==> config.mk <==
export PLATFORM = sky130hd
export DESIGN_NAME = bus_ctrl
export DESIGN_NICKNAME = d
export VERILOG_FILES = /design/src/rtl/bus_ctrl.sv
export SDC_FILE = /design/constraint.sdc
export NUM_CORES = 1
export LEC_CHECK = 0
export CORE_MARGIN = 3
export CORE_UTILIZATION = 32
export CTS_CLUSTER_SIZE = 20
export DETAILED_ROUTE_END_ITERATION = 8
export GPL_ROUTABILITY_DRIVEN = 0
export PLACE_DENSITY = 0.89
export SLEW_MARGIN = 5
export SYNTH_ARGS = -nofsm -noshare
export SYNTH_HDL_FRONTEND = slang
export SYNTH_SLANG_ARGS = --single-unit
export TNS_END_PERCENT = 5
==> constraint.sdc <==
create_clock -name clk -period 4.5 [get_ports clk]
set_input_delay 0.9 -clock clk [delete_from_list [all_inputs] [get_ports clk]]
set_output_delay 0.9 -clock clk [all_outputs]
set_load 0.005 [all_outputs]
==> src/rtl/bus_ctrl.sv <==
// bus_ctrl: CPU bus decode, wait-state sequencing and read-data steering.
// Optional BUS_CTRL_STRESS_EN gates ready with a free-running toggle flop.
module bus_ctrl #(
  parameter int MEM_WAIT = 0,
  parameter int IO_WAIT  = 0,
  parameter int HYP_WAIT = 1
) (
  input  logic        clk,
  input  logic        reset,
  input  logic [19:0] address_next,
  input  logic        write_next,
  input  logic        mapper_busy,
  input  logic [7:0]  mem_data_i,
  input  logic [7:0]  io_data_i,
  input  logic [7:0]  hyp_data_i,
  output logic        ready,
  output logic [7:0]  data_i,
  output logic        mem_we,
  output logic        io_we,
  output logic        io_cs,
  output logic        hyper_cs,
  output logic [1:0]  bus_device
);
  typedef enum logic {ST_ADDR, ST_WAIT} state_t;
  state_t      state_q, state_d;
  logic [2:0]  cnt_q, cnt_d, wsel;
  logic [1:0]  bus_device_q, bus_device_d, dev;
  logic        rdy;
`ifdef BUS_CTRL_STRESS_EN
  logic        toggle_q;
  always_ff @(posedge clk or posedge reset)
    if (reset) toggle_q <= 1'b0;
    else       toggle_q <= ~toggle_q;
`endif
  always_comb begin
    io_cs    = address_next == 20'h0BFFC;
    hyper_cs = ~io_cs & (address_next[19:6] == {12'h0D6, 2'b01});
    wsel     = io_cs ? 3'(IO_WAIT) : hyper_cs ? 3'(HYP_WAIT) : 3'(MEM_WAIT);
    dev      = io_cs ? 2'd1 : hyper_cs ? 2'd2 : 2'd0;
    rdy      = ~mapper_busy & ((state_q == ST_ADDR) ? (wsel == 3'd0) : (cnt_q == 3'd0));
`ifdef BUS_CTRL_STRESS_EN
    ready    = ~reset & rdy & ~toggle_q;
`else
    ready    = ~reset & rdy;
`endif
    state_d  = state_q;
    cnt_d    = cnt_q;
    if (state_q == ST_ADDR) begin
      if (~mapper_busy && wsel != 3'd0) begin
        state_d = ST_WAIT;
        cnt_d   = wsel - 3'd1;
      end
    end else begin
      cnt_d = (cnt_q != 3'd0) ? cnt_q - 3'd1 : cnt_q;
      if (ready) state_d = ST_ADDR;
    end
    bus_device_d = ready ? dev : bus_device_q;
    mem_we       = write_next & ready & ~io_cs & ~hyper_cs;
    io_we        = write_next & ready & io_cs;
    bus_device   = bus_device_q;
    data_i       = (bus_device_q == 2'd1) ? io_data_i :
                   (bus_device_q == 2'd2) ? hyp_data_i : mem_data_i;
  end
  always_ff @(posedge clk or posedge reset)
    if (reset) begin
      state_q      <= ST_ADDR;
      cnt_q        <= 3'd0;
      bus_device_q <= 2'd0;
    end else begin
      state_q      <= state_d;
      cnt_q        <= cnt_d;
      bus_device_q <= bus_device_d;
    end
endmodule
Word level (Yosys, flattened, before mapping)
Cells that the tools add are included.
Operators by class
  add/sub/neg operators: 2
  equality and inequality tests: 5
  muxes and demuxes: 13
  bitwise operators: 11
  reduce and logical (&&, ||, !) cells: 7
Operators by type and width (count)
  $eq A20 B16 Y1 const B: 1
  $mux W8: 2
  $eq A14 B10 Y1 const B: 1
  $mux W3: 3
  $and A1 B1 Y1: 7
  $logic_not A3 Y1: 2
  $mux W1: 6
  $reduce_bool A3 Y1: 2
  $mux W2: 2
  $not A1 Y1: 4
  $sub A3 B1 Y3 const B: 1
  $eq A2 B1 Y1 const B: 1
  $eq A2 B2 Y1 const B: 1
  $ne A2 B1 Y1 const B: 1
  $reduce_and A2 Y1: 1
  $reduce_bool A2 Y1: 1
  $sub A1 B1 Y2 const B: 1
  $logic_and A1 B1 Y1: 1
Word-level totals
  register bits: 6
  output and inout port bits: 15
  word-level logic and storage cells: 41

Depth between registers and ports, before layout
Gate-level depths: netlist of run 1.
  depth in word-level cells: 12
  mapped depth: 6

Worst setup path before layout of run 1
OpenSTA, ideal clock, no wires.
  path kind: input to output
  start: in address_next[0]
  end: out io_we
  arrival: 2.185 ns
  data required time: 3.600 ns
  slack: 1.415 ns
  cell stages on the path: 4
  cell sequence: nand4b_1 -> or4_1 -> nor4_1 -> and3_1
On the way
  cells in the longest elaborated chain, start to end: 11
RTL lines
  start: declaration: RTL line 10  | input logic [19:0] address_next,
  $eq A20 B16 Y1 (*): RTL line 36  | io_cs = address_next == 20'h0BFFC;
  named net io_cs: RTL line 20  | output logic io_cs,
  $not A1 Y1: RTL line 37  | hyper_cs = ~io_cs & (address_next[19:6] == {12'h0D6, 2'b01});
  $and A1 B1 Y1: RTL line 37
  $mux W1 (2 in a row): RTL line 38  | wsel = io_cs ? 3'(IO_WAIT) : hyper_cs ? 3'(HYP_WAIT) : 3'(MEM_WAIT);
  $logic_not A3 Y1: RTL line 40  | rdy = ~mapper_busy & ((state_q == ST_ADDR) ? (wsel == 3'd0) : (cnt_q == 3'd0));
  $mux W1: RTL line 40
  $and A1 B1 Y1: RTL line 40
  $and A1 B1 Y1: RTL line 44  | ready = ~reset & rdy;
  $and A1 B1 Y1: RTL line 59  | io_we = write_next & ready & io_cs;
  $and A1 B1 Y1 (*): RTL line 59
  end: declaration: RTL line 19  | output logic io_we,
The timed path passes the listed nets; every way through them passes the cells marked *.

Worst setup path in the final report of run 1
  start: in address_next[16]
  end: out ready
On the way
  cells in the longest elaborated chain, start to end: 9
  elaborated cells on any way between the ends: 10
  classes of those cells: 2 x eq/ne; 3 x mux; 4 x bitwise; 1 x reduce/logical
RTL lines
  $eq A20 B16 Y1: RTL line 36
  $not A1 Y1: RTL line 37
  $and A1 B1 Y1: RTL line 37
  $mux W1: RTL line 38
  $mux W1 (*): RTL line 38
  $logic_not A3 Y1 (*): RTL line 40
  $mux W1 (*): RTL line 40
  $and A1 B1 Y1 (*): RTL line 40
  $and A1 B1 Y1 (*): RTL line 44
  end: declaration: RTL line 16  | output logic ready,
Mark *: on every way between the ends. The rest lies on a longest branch, timed or not.

==> out/qor.yml, run 1 <==
r2r_start: "cnt_q[0]"
syn_inst: 84
fin_hold_ws_ps: 527
min_period_ps: 3920
cts_hold_buf: 0
die_area_mm2: 0.00268
grt_pass1_wl_mm: 3.74
routedWlPerCell_um: 14.1
via_count: 919
yosys.area.top_type: "dfrtp_1"
hpwl_mm: 2.05
port_buffers: 62
yosysWarnings: 0
numCtsBuffers: 3
layout.nets: 197
grt_pass1_vias: 879
worstMarginPinSlew_ps: 894
start_util_pct: 36.4
critPathMaxStageDelay_ps: 530
power_per_cell_area_mw_per_mm2: 137
critPathArrivalTime_ps: 3020
slowest_stage: "or4_4"
diodes: 0
grt_use_total_pct: 18.5
yosysSeqAreaShare_pct: 22.4
p_leak_nw: 0.492
netlist.area_leader.share_pct: 22.4
antenna_left: 0
max_slew_margin_pct: 40.4
drive_gt1_share_pct: 4.83
crit_chain: "clkdlybuf4s50_1 -> or4_4 -> or4_4 -> o21a_1 -> clkdlybuf4s50_1"
power_mw: 0.183
areaGrowthSynthToFinish_pct: 99.1
min_from: "cnt_q[1]"
core_area_mm2: 0.00184
post-cts-setup-buffers: 0
drt-total-wl_mm: 2.40
final_cells: 170
h-tree-depth: 1
std_cell_rows: 15
critPathKind: "input pin to output port"
fmax_ghz: 0.255
drt-initial-drc-count: 17
cp-start-kind: "input pin"
synth_area_um2: 669
setup_violations: 0
ys_ff_latch: 6
postSynthAreaPerCell_um2: 7.97
die_w_um: 51.7
placedCellCount: 167
multi_input_area_um2: 478
final-seq-area_um2: 150
fin_tns_setup_ps: 0
r2r_end: "bus_device[0]"
clockRootBuffer: "clkbuf_4"
hp-class: "flop to flop"
synth_fp_nets: 134
rsz0062_at_grt: "no"
antenna_found_initial: 0
slew_viol_final: 0
finalHoldViolations: 0
worst_ep_required_time_ps: 3600
cts_tree: "built"
worstSetupEndpointType: "output port"
grt_max_degree: 27
outcome: "complete, no violations"
clock_latency_ps: 260
clock_sinks: 6
cp_max_fo: 4
critPathCapture: "ready"
mostFrequentLayoutCells: "clkdlybuf4s50_1 (62), a21oi_1 (10), nor2b_1 (9), a211oi_1 (9), mux2i_1 (8)"
crit_start: "address_next[16]"
path_clk_slew_ps: 50
ir_worst_vdd_mv: 0.134
r2r_slack_ps: 2650
r2r_cells: 6
cap_violations: 0
min_period_over_period_pct: 87.1
die_y_um: 51.7
pin_count: 63
fill_cells: 154
cts_buffer_depth: 2
drc: 0
postLayoutCoreUtil_pct: 72.4
grt-ovfl-total: 0
clock_skew_ps: 2.45
via_per_inst: 5.41
drtPass1Iterations: 4
post_cts_resized: 0
synth_cell_type_count: 27
final_common_cell: "clkdlybuf4s50_1"
synth_area_leaders: "dfrtp_1 (22%), mux2i_1 (12%), a211oi_1 (10%)"
==> synthesized netlist by cell type <==
library cell  count
nor4_1            2
nand2b_1          1
o21a_1            2
o21bai_2          1
clkbuf_1          4
or3_1             1
a31oi_1           1
nor2b_1           9
a21boi_1          1
ha_1              2
o2bb2ai_1         1
nor4b_1           1
dfrtp_1           6
a211oi_1          9
inv_1             6
nor2_1            1
mux2i_1           8
buf_1             1
and3_1            1
nand4b_1          3
nand3_1           4
or4_4             2
o221ai_1          1
a21oi_1          10
nand2_1           3
or4_1             1
o21ai_0           2
==> critical path, delay by kind of cell <==
family / cells / cell delay [ps]
AO/OA/AOI/OAI: 1 / 210
buffers and inverters: 2 / 850
AND/OR/NAND/NOR: 2 / 1050
==> metal layers <==
layer | vias to the layer above | GRT usage, % | share of wire (%)
li1 | 444 | - | -
met1 | 407 | 17.0 | 35
met5 | - | 0 | 0
met4 | 0 | 6.55 | 1.2
met2 | 62 | 36.9 | 50
met3 | 6 | 6.02 | 13
==> state kept, by name, summed over array words and instances (netlist names) <==
signal and flops:
state_q 1, cnt_q 3, bus_device 2
==> kinds of logic after synthesis <==
| family | after synthesis | share of synthesized area, % |
|---|---|---|
| AO/OA/AOI/OAI | 28 | 27.7 |
| adder cells (fa/ha/maj) | 2 | 3.74 |
| buffers and inverters | 11 | 6.17 |
| flip-flops | 6 | 22.4 |
| multiplexers | 8 | 12.0 |
| AND/OR/NAND/NOR | 29 | 28.0 |
==> final cells by class <==
class,instances,area share (%)
Sequential cell,6,11.3
Inverter,6,1.69
Tap cell,25,2.35
Timing Repair Buffer,63,47.1
Multi-Input combinational cell,67,35.9
Clock buffer,3,1.69
==> how the worst min path moves through the flow <==
stage	end	depth (start not counted)	slack (ps)
finish	cnt_q[1]	2	530
global route	cnt_q[1]	2	590
CTS	cnt_q[1]	2	530
detailed placement	cnt_q[1]	2	500
global placement	cnt_q[1]	2	490
floorplan	cnt_q[1]	2	480
==> through the flow <==
step           setup WS [ps]  area (µm²)
6_report                 582        1330
5_1_grt                  457        1330
4_1_cts                  575        1330
3_5_place_dp             575        1310
3_3_place_gp             590        1310
2_1_floorplan           1420         669
==> power breakdown <==
part	internal [mW]	total, mW	switching (mW)
Combinational	0.0521	0.0715	0.0194
Sequential	0.0557	0.0571	0.00141
Clock	0.0305	0.0542	0.0238
Power figures use the tool's default switching activity.
==> inputs of run 2 (changes only) <==
- HOLD_SLACK_MARGIN: unset -> 0.02
==> results of run 2 <==
No change in the layout: final DEF, timing and power equal those of run 1.
==> inputs of run 3 (changes only) <==
- SETUP_SLACK_MARGIN: unset -> 0.2
==> results of run 3 <==
No change in the layout: final DEF, timing and power equal those of run 1.
